===== config.mk =====
export PLATFORM = sky130hd
export DESIGN_NAME = xif_bridge_tracked
export DESIGN_NICKNAME = d
export VERILOG_FILES = /design/src/rtl/xif_bridge_pkg.sv /design/src/rtl/xif_result_fifo.sv /design/src/rtl/xif_bridge_tracked.sv
export SDC_FILE = /design/constraint.sdc
export NUM_CORES = 1
export LEC_CHECK = 0
export CELL_PAD_IN_SITES_DETAIL_PLACEMENT = 1
export CELL_PAD_IN_SITES_GLOBAL_PLACEMENT = 1
export CORE_MARGIN = 1
export CORE_UTILIZATION = 33
export DETAILED_ROUTE_END_ITERATION = 12
export PLACE_DENSITY_LB_ADDON = 0.1
export SLEW_MARGIN = 20
export SYNTH_ARGS = -nofsm -noshare
export SYNTH_HDL_FRONTEND = slang
export SYNTH_HIERARCHICAL = 1
export SYNTH_SLANG_ARGS = --single-unit

===== constraint.sdc =====
create_clock -name clk_i -period 7.4 [get_ports clk_i]
set_clock_uncertainty 0.05 [all_clocks]
set_input_delay 1.48 -clock clk_i [delete_from_list [all_inputs] [get_ports clk_i]]
set_output_delay 1.48 -clock clk_i [all_outputs]
set_load 0.005 [all_outputs]

===== src/rtl/xif_bridge_pkg.sv =====
// Shared types for the tracked X-IF bridge:
// scoreboard entry states, result bundle and ID-space sizing.
package xif_bridge_pkg;

    localparam int XB_ID_WIDTH  = 4;
    localparam int XB_RFW_WIDTH = 32;
    localparam int NUM_IDS      = 2**XB_ID_WIDTH;

    typedef enum logic [1:0] {
        XE_FREE         = 2'd0,
        XE_ISSUED_WB    = 2'd1,
        XE_ISSUED_NOWB  = 2'd2,
        XE_COMMITTED_WB = 2'd3
    } xif_entry_e;

    typedef struct packed {
        logic [XB_ID_WIDTH-1:0]  id;
        logic [XB_RFW_WIDTH-1:0] data;
        logic [4:0]              rd;
        logic                    we;
    } xif_result_t;

    function automatic xif_entry_e issue_state(input logic wb);
        return wb ? XE_ISSUED_WB : XE_ISSUED_NOWB;
    endfunction

endpackage


===== src/rtl/xif_result_fifo.sv =====
// Synchronous first-word fall-through FIFO with full/empty flags.
// Storage is registered, so a pushed word is visible the next cycle.
module xif_result_fifo #(
    parameter int  DEPTH = 2,
    parameter type T     = logic
) (
    input  logic clk_i,
    input  logic rst_ni,
    input  logic push_i,
    input  T     data_i,
    output logic full_o,
    input  logic pop_i,
    output T     data_o,
    output logic empty_o
);

    localparam int PW = (DEPTH > 1) ? $clog2(DEPTH) : 1;
    localparam int CW = $clog2(DEPTH + 1);

    T              mem_q [DEPTH];
    logic [PW-1:0] wr_q, rd_q;
    logic [CW-1:0] cnt_q;
    logic          push, pop;

    assign full_o  = (cnt_q == CW'(DEPTH));
    assign empty_o = (cnt_q == '0);
    assign push    = push_i & ~full_o;
    assign pop     = pop_i & ~empty_o;
    assign data_o  = mem_q[rd_q];

    function automatic logic [PW-1:0] nxt(input logic [PW-1:0] p);
        return (p == PW'(DEPTH - 1)) ? '0 : p + 1'b1;
    endfunction

    always_ff @(posedge clk_i or negedge rst_ni) begin
        if (!rst_ni) begin
            wr_q  <= '0;
            rd_q  <= '0;
            cnt_q <= '0;
        end else begin
            if (push) wr_q <= nxt(wr_q);
            if (pop)  rd_q <= nxt(rd_q);
            cnt_q <= cnt_q + CW'(push) - CW'(pop);
        end
    end

    always_ff @(posedge clk_i) begin
        if (push) mem_q[wr_q] <= data_i;
    end

endmodule


===== src/rtl/xif_bridge_tracked.sv =====
// X-IF bridge with outstanding-ID scoreboard, credit gating on issue,
// and a buffered result path that drops results for uncommitted IDs.
module xif_bridge_tracked
    import xif_bridge_pkg::*;
#(
    parameter int X_ID_WIDTH        = 4,
    parameter int X_NUM_RS          = 2,
    parameter int X_RFR_WIDTH       = 32,
    parameter int X_RFW_WIDTH       = 32,
    parameter int MAX_OUTSTANDING   = 4,
    parameter int RESULT_FIFO_DEPTH = 2
) (
    input  logic                            clk_i,
    input  logic                            rst_ni,
    input  logic                            core_issue_valid_i,
    output logic                            core_issue_ready_o,
    input  logic [31:0]                     core_issue_instr_i,
    input  logic [X_ID_WIDTH-1:0]           core_issue_id_i,
    input  logic [2*X_RFR_WIDTH-1:0]        core_rs_i,
    input  logic [1:0]                      core_rs_valid_i,
    output logic                            core_issue_accept_o,
    output logic                            core_issue_writeback_o,
    input  logic                            core_commit_valid_i,
    input  logic [X_ID_WIDTH-1:0]           core_commit_id_i,
    input  logic                            core_commit_kill_i,
    output logic                            core_result_valid_o,
    input  logic                            core_result_ready_i,
    output logic [X_ID_WIDTH-1:0]           core_result_id_o,
    output logic [X_RFW_WIDTH-1:0]          core_result_data_o,
    output logic [4:0]                      core_result_rd_o,
    output logic                            core_result_we_o,
    output logic                            x_issue_valid_o,
    input  logic                            x_issue_ready_i,
    output logic [31:0]                     x_issue_instr_o,
    output logic [X_ID_WIDTH-1:0]           x_issue_id_o,
    output logic [X_NUM_RS*X_RFR_WIDTH-1:0] x_issue_rs_o,
    output logic [X_NUM_RS-1:0]             x_issue_rs_valid_o,
    input  logic                            x_issue_accept_i,
    input  logic                            x_issue_writeback_i,
    output logic                            x_commit_valid_o,
    output logic [X_ID_WIDTH-1:0]           x_commit_id_o,
    output logic                            x_commit_kill_o,
    input  logic                            x_result_valid_i,
    output logic                            x_result_ready_o,
    input  logic [X_ID_WIDTH-1:0]           x_result_id_i,
    input  logic [X_RFW_WIDTH-1:0]          x_result_data_i,
    input  logic [4:0]                      x_result_rd_i,
    input  logic                            x_result_we_i,
    output logic                            busy_o,
    output logic                            err_o
);

    localparam int NUM_ENT = 2**X_ID_WIDTH;
    localparam int CW      = $clog2(MAX_OUTSTANDING + 1);

    typedef struct packed {
        logic [X_ID_WIDTH-1:0]  id;
        logic [X_RFW_WIDTH-1:0] data;
        logic [4:0]             rd;
        logic                   we;
    } res_t;

    xif_entry_e    ent_q [NUM_ENT];
    xif_entry_e    ent_d [NUM_ENT];
    logic [CW-1:0] cnt_q, cnt_d;
    logic          err_q, err_d;
    logic          blocked, issue_hs, push_hs, fifo_push;
    logic          fifo_full, fifo_empty, inc;
    logic [1:0]    dec;
    res_t          push_data, pop_data;

    assign blocked  = (cnt_q == CW'(MAX_OUTSTANDING))
                    | (ent_q[core_issue_id_i] != XE_FREE);
    assign x_issue_valid_o    = core_issue_valid_i & ~blocked;
    assign core_issue_ready_o = x_issue_ready_i & ~blocked;
    assign issue_hs           = x_issue_valid_o & x_issue_ready_i;

    assign x_issue_instr_o        = core_issue_instr_i;
    assign x_issue_id_o           = core_issue_id_i;
    assign core_issue_accept_o    = x_issue_accept_i;
    assign core_issue_writeback_o = x_issue_writeback_i;

    if (X_NUM_RS == 3) begin : g_rs3
        assign x_issue_rs_o       = {{X_RFR_WIDTH{1'b0}}, core_rs_i};
        assign x_issue_rs_valid_o = {1'b0, core_rs_valid_i};
    end else begin : g_rs2
        assign x_issue_rs_o       = core_rs_i;
        assign x_issue_rs_valid_o = core_rs_valid_i;
    end

    assign x_commit_valid_o = core_commit_valid_i;
    assign x_commit_id_o    = core_commit_id_i;
    assign x_commit_kill_o  = core_commit_kill_i;

    assign x_result_ready_o = ~fifo_full;
    assign push_hs          = x_result_valid_i & ~fifo_full;
    assign push_data        = '{id: x_result_id_i, data: x_result_data_i,
                                rd: x_result_rd_i, we: x_result_we_i};

    // Updates applied in order: issue, then commit, then result push.
    always_comb begin
        ent_d     = ent_q;
        inc       = 1'b0;
        dec       = 2'd0;
        err_d     = err_q;
        fifo_push = 1'b0;
        if (issue_hs && x_issue_accept_i) begin
            ent_d[core_issue_id_i] = issue_state(x_issue_writeback_i);
            inc = 1'b1;
        end
        if (core_commit_valid_i) begin
            case (ent_d[core_commit_id_i])
                XE_FREE: err_d = 1'b1;
                XE_ISSUED_NOWB: begin
                    ent_d[core_commit_id_i] = XE_FREE;
                    dec = dec + 2'd1;
                end
                XE_ISSUED_WB: begin
                    if (core_commit_kill_i) begin
                        ent_d[core_commit_id_i] = XE_FREE;
                        dec = dec + 2'd1;
                    end else begin
                        ent_d[core_commit_id_i] = XE_COMMITTED_WB;
                    end
                end
                default: ;
            endcase
        end
        if (push_hs) begin
            if (ent_d[x_result_id_i] == XE_COMMITTED_WB) begin
                ent_d[x_result_id_i] = XE_FREE;
                dec = dec + 2'd1;
                fifo_push = 1'b1;
            end else begin
                err_d = 1'b1;
            end
        end
        cnt_d = cnt_q + CW'(inc) - CW'(dec);
    end

    always_ff @(posedge clk_i or negedge rst_ni) begin
        if (!rst_ni) begin
            for (int i = 0; i < NUM_ENT; i++) ent_q[i] <= XE_FREE;
            cnt_q <= '0;
            err_q <= 1'b0;
        end else begin
            ent_q <= ent_d;
            cnt_q <= cnt_d;
            err_q <= err_d;
        end
    end

    xif_result_fifo #(
        .DEPTH (RESULT_FIFO_DEPTH),
        .T     (res_t)
    ) u_fifo (
        .clk_i   (clk_i),
        .rst_ni  (rst_ni),
        .push_i  (fifo_push),
        .data_i  (push_data),
        .full_o  (fifo_full),
        .pop_i   (core_result_ready_i),
        .data_o  (pop_data),
        .empty_o (fifo_empty)
    );

    assign core_result_valid_o = ~fifo_empty;
    assign core_result_id_o    = pop_data.id;
    assign core_result_data_o  = pop_data.data;
    assign core_result_rd_o    = pop_data.rd;
    assign core_result_we_o    = pop_data.we;

    assign busy_o = (cnt_q != '0) | ~fifo_empty;
    assign err_o  = err_q;

endmodule


# Word-level counts from Yosys, hierarchy flattened
# Memory sizes are Yosys's and may differ from the RTL's.
# Cells that the tools add are included.
# word_totals
reg_bits	40
mem_bits_rw	84
out_inout_bits	158
n_memories	1
# mem_list
name	depth	word_bits	read_ports	rd_ports_with_merged_regs	write_ports	line_no	text
u_fifo.mem_q	2	42	1	0	1	xif_result_fifo.sv:20	T mem_q [DEPTH];
# op_classes
n_addsub	7
n_lt_le_gt_ge	6
n_eq_ne	5
mux	39
bitwise_logic	19
reduce_logical	8
# op_table
op	count
two-way mux 32 bit	5
bitwise AND 32 bit	2
NOT 32 bit	2
one-hot mux 32 bit (2 select lines)	1
bitwise mux 32 bit	1
bitwise OR 32 bit	1
binary-select mux 2 bit (select 4 bit)	3
demux 2 bit (select 4 bit)	3
two-way mux 2 bit	12
greater-or-equal comparator 5 bit (second input constant)	3
< comparator 5 x 1 -> 1 bit (second input constant)	3
NOT 4 -> 5 bit	3
two-way mux 1 bit	13
bitwise AND 1 bit	6
equality test 2 bit (second input constant)	3
logical AND 1 bit	4
zero test 2 bit	2
adder 3 x 1 -> 3 bit	1
equality test 3 bit (second input constant)	1
NOT 1 bit	3
nonzero test 3 bit	1
subtractor 3 x 2 -> 3 bit	1
adder 1 bit (second input constant)	2
adder 2 x 1 -> 2 bit	1
6 further kinds	7

# Logic depth before layout (Yosys ltp)
# depth
word_depth	26
mapped_depth	29
ltp_nobuf	25

# Modules after synthesis
# The synthesis kept the hierarchy.
# by_module_without_submodules
module	n_inst	cells_per_inst	area_each_um2	seq_area_each_um2
xif_bridge_tracked	1	577	4456.8	900.9
xif_result_fifo	1	149	3433.3	2622.5

# Worst setup path after synthesis
# OpenSTA, ideal clock, no wires.
# synth_path
path_kind	input to register
from	input port core_issue_id_i[1]
to	memory u_fifo/mem_q[0][0] (netlist name), enable pin
arrival_time_ps	7517
path_slack_ps	-608
stages	20
n_path_buf	4
cell_sequence	buf_6 -> mux2_4 -> a32o_2 -> nor4_2 -> buf_6 -> buf_4 -> a41oi_1 -> mux4_2 -> a32oi_1 -> and3_1 -> ha_1 -> nor2b_1 -> and3_1 -> clkbuf_1 -> a21oi_1 -> a2111o_1 -> a31oi_2 -> o31a_1 -> nand2_1 -> nor2_1
# synth_between
elab_chain_cells	26
elab_cells_between_ends	36
cone_classes	order compare (2); eq/ne (3); mux (20); bitwise (8); reduce/logical (3)
# synth_rtl
element	line_no	text
start, declared	xif_bridge_tracked.sv:18	input logic [X_ID_WIDTH-1:0] core_issue_id_i,
NOT 4 -> 5 bit (implied by the code) (*)	xif_bridge_tracked.sv:73, xif_bridge_tracked.sv:108	
binary-select mux 2 bit (select 4 bit)	xif_bridge_tracked.sv:73	| (ent_q[core_issue_id_i] != XE_FREE);
two-way mux 2 bit (implied by the code) (2 in a row)	xif_bridge_tracked.sv:73	
nonzero test 2 bit	xif_bridge_tracked.sv:73	
bitwise OR 1 bit	xif_bridge_tracked.sv:73	
NOT 1 bit	xif_bridge_tracked.sv:74	assign x_issue_valid_o = core_issue_valid_i & ~blocked;
bitwise AND 1 bit	xif_bridge_tracked.sv:74	
bitwise AND 1 bit	xif_bridge_tracked.sv:76	assign issue_hs = x_issue_valid_o & x_issue_ready_i;
[9 not listed]	--	
two-way mux 2 bit (implied by the code) (*) (2 in a row)	xif_bridge_tracked.sv:130	if (ent_d[x_result_id_i] == XE_COMMITTED_WB) begin
equality test 2 bit (*)	xif_bridge_tracked.sv:130	
two-way mux 1 bit (*)	xif_bridge_tracked.sv:130	
two-way mux 1 bit (*)	xif_bridge_tracked.sv:129	if (push_hs) begin
named net fifo_push	xif_bridge_tracked.sv:67	logic blocked, issue_hs, push_hs, fifo_push;
bitwise AND 1 bit (*)	xif_result_fifo.sv:27	assign push = push_i & ~full_o;
two-way mux 1 bit (*)	xif_result_fifo.sv:48	if (push) mem_q[wr_q] <= data_i;
two-way mux 1 bit (implied by the code) (*)	xif_result_fifo.sv:48	
end, declared	xif_result_fifo.sv:20	
# Mark *: on every way through the listed nets, which the timed path passes. The rest lies on a longest branch. The select of a mux whose other input is x is not followed.

==> metrics <==
relative slew slack 36.3%; synth unique cells 82; commonest non-fill, non-tap cell in the layout buf_4; total of max-cap violations 0; post-synthesis mux area share 9.51%; Final period util between 90% and 100%; Final HPWL DP roughly 23000 um; sequential cell area fraction in the yosys report 44.7%; DIE HEIGHT 157 um; WHS Path Cells 1; slack of the critical path 83.0 ps; final WL 29400 um; TNS Setup 0 ps; clk_lat worst skew 430 ps; nets 1073; worst r2r path cells 24; DP Cell Count around 1.2k; reg2reg setup slack 850 ps; GPL Wtd Cong a little over 1; Synth Cell Area 0.00789 mm2; crit start category input pin; Clk pin slew, worst setup/hold paths ~60 ps; worst endpoint data arrival time 7550 ps; Crit. End Element register; Synth warnings 6; first-pass GRT wire length between 40000 and 50000 um; DR vias 6644; pin count of the biggest net entering global routing 41; Total Power 0.00279 W; core area 0.0235 mm2; post-synthesis xor/xnor area fraction 0.777%; H-tree depth 4; pre-CTS setup slack -1020 ps; Starting DRT DRC Count 328; vias in the first global route 7004; adder-cell share of the synthesized area 1.68%; critical path class in -> reg; First-pass DRT Iterations 4; IO Pins 316; # DRC 0; Post-synth top flop edfxtp_1; Mapped Cells 726; via/cell ratio 5.37; Inserted Diodes 0; clock period minus final worst setup slack 7320 ps; fill count 2557; final setup violation count 0; Synth Area in Simple Gates ~15%; CTS buffer count 17; outcome complete, no violations; Seq cells post-synth 124; CTS sink cnt 124; # hold bufs at CTS 0; Yosys top cell by area edfxtp_1; post-synthesis async set-or-reset flop share 32.3%; complex-gate fraction of the synthesized area 13.7%; largest family of logic cells by synthesized area simple AND/OR/NAND/NOR gates; Post-synth EDFFs 84; Tightest Pin Transition 952 ps; Tightest Hold Check Type reg -> reg; layout cell share with drive strength beyond 1 36.2%; Final Hold Fails 0; drt wl/cell 23.7 um; CTS tree built; pwr dens 260 mW/mm2; syn nets 894; most frequent cells in the layout buf_4, clkdlybuf4s50_1, edfxtp_1, nor2_1, nand2_1; gr ovfl total 0; CTS Root Cell clkbuf_16; Layout area overhead 36.2%; DIE AREA ~0.025 mm2; Reg-to-Reg Start ent_q[0]; Slew Limit Fails 0; GRT Overall Usage approximately a quarter; average size of a mapped cell 10.9 um2; Worst Hold Endpoint u_fifo/cnt_q[1]; Worst Hold Launch u_fifo/cnt_q[1]; Starting Density 33.6%; num rows 56; antenna violations before repair 0; crit path max fanout 8; CP required 7630 ps; fmax 0.137 GHz; reg2reg end cnt_q[1]; Clock Tree Buf Depth 2; Detail Route Antenna Nets 0; Hold WS 453 ps; Synth top area share a little under a third; Lkg Pwr 4.38 nW; IO buf count 119; die width roughly 160 um; Non-Filler Instances ~1.2k; maximum VDD drop ~140 uV; cells taking the most area after synthesis edfxtp_1, dfrtp_1, buf_4, mux2_4, nor2_1
==> power breakdown <==
| group | internal, W | switching (W) | total [W] |
|---|---|---|---|
| registers | 0.000827 | 0.0000878 | 0.000915 |
| clock network | 0.000447 | 0.000369 | 0.000817 |
| logic | 0.000588 | 0.000476 | 0.00106 |
| total | 0.00186 | 0.000933 | 0.00279 |
==> registers in the layout, summed over array words and instances, names as in the netlist <==
register	cells
cnt_q	3
ent_q	32
err_o	1
u_fifo/cnt_q	2
u_fifo/mem_q	84
u_fifo/rd_q	1
u_fifo/wr_q	1
==> kinds of logic after synthesis <==
group / count (synthesis)
adders and majority gates: 10
xor gates and xnor gates: 7
DFF: 124
buffers and inverters: 168
and+or+nand+nor: 220
AOI/OAI and AO/OA: 145
muxes: 52
==> repair_timing <==
item                                   4_1_cts  5_1_grt
pin swaps                                    9       20
endpoints found under the hold margin        0        0
setup buffers                                0        7
gates resized for setup                     25       39
setup endpoints to repair                   57        3
==> critical path, cell delays in order <==
cell	delay, ps
buf_2	160
buf_4	150
mux4_2	510
a21o_1	260
and2_1	180
buf_4	180
buf_4	150
nand4_1	100
nand3_1	100
a21oi_1	330
nand4bb_4	250
ha_4	220
or4b_4	640
o41ai_4	100
a21oi_1	70
o211ai_1	130
o21ai_2	130
or4_4	500
o211a_1	150
or3_1	380
ha_1	280
nand2_1	60
nand2_1	50
ha_1	290
inv_1	60
ha_2	170
fa_2	440
==> routing by layer <==
metal / share of wire (%) / routed length (um) / vias to the layer above / global-route usage (%)
met1: 41 / 12100 / 3309 / 28.0
li1: - / - / 2964 / -
met5: 0 / 0 / - / 0
met4: 5.7 / 1660 / 0 / 15.1
met2: 48 / 14000 / 275 / 40.1
met3: 5.3 / 1560 / 96 / 5.23
==> cell type report <==
type	instances	area (um2)	share of cell area, %
Sequential cell	124	3520	32.8
Multi-Input combinational cell	434	3480	32.4
Clock buffer	17	425	3.96
Tap cell	319	399	3.71
Inverter	19	75.1	0.699
Timing Repair Buffer	309	2690	25.0
Clock inverter	15	145	1.35
==> how the worst max path moves through the flow <==
stage | from | to | slack, ps | cells past startpoint
final | core_issue_id_i[0] | cnt_q[1] | 80 | 27
after detailed placement | core_issue_id_i[1] | cnt_q[2] | -1020 | 27
after global routing | core_issue_id_i[0] | cnt_q[1] | -50 | 27
after floorplan | core_issue_id_i[1] | cnt_q[2] | 8 | 27
after CTS | core_issue_id_i[1] | cnt_q[1] | 20 | 27
after global placement | core_issue_id_i[1] | cnt_q[2] | -1040 | 27
==> through the flow <==
stage                     instance area, um2  util, %
final                                  10700     45.8
after global routing                   10700     45.8
after CTS                              10500     44.8
after detailed placement                9880     42.1
after global placement                  9880     42.1
after floorplan                         7920        -
==> synthesized netlist by cell type (10+ instances only) <==
library cell,count
buf_4,111
edfxtp_1,84
nor2_1,51
nand2_1,44
dfrtp_1,40
mux2_4,40
a21oi_1,29
clkbuf_1,23
nor3_1,22
inv_1,19
a221oi_1,14
nand3_1,13
nor2b_1,13
a211oi_1,12
a31oi_1,12
nand4_1,11
and3_1,10
(Power assumes the default switching activity.)
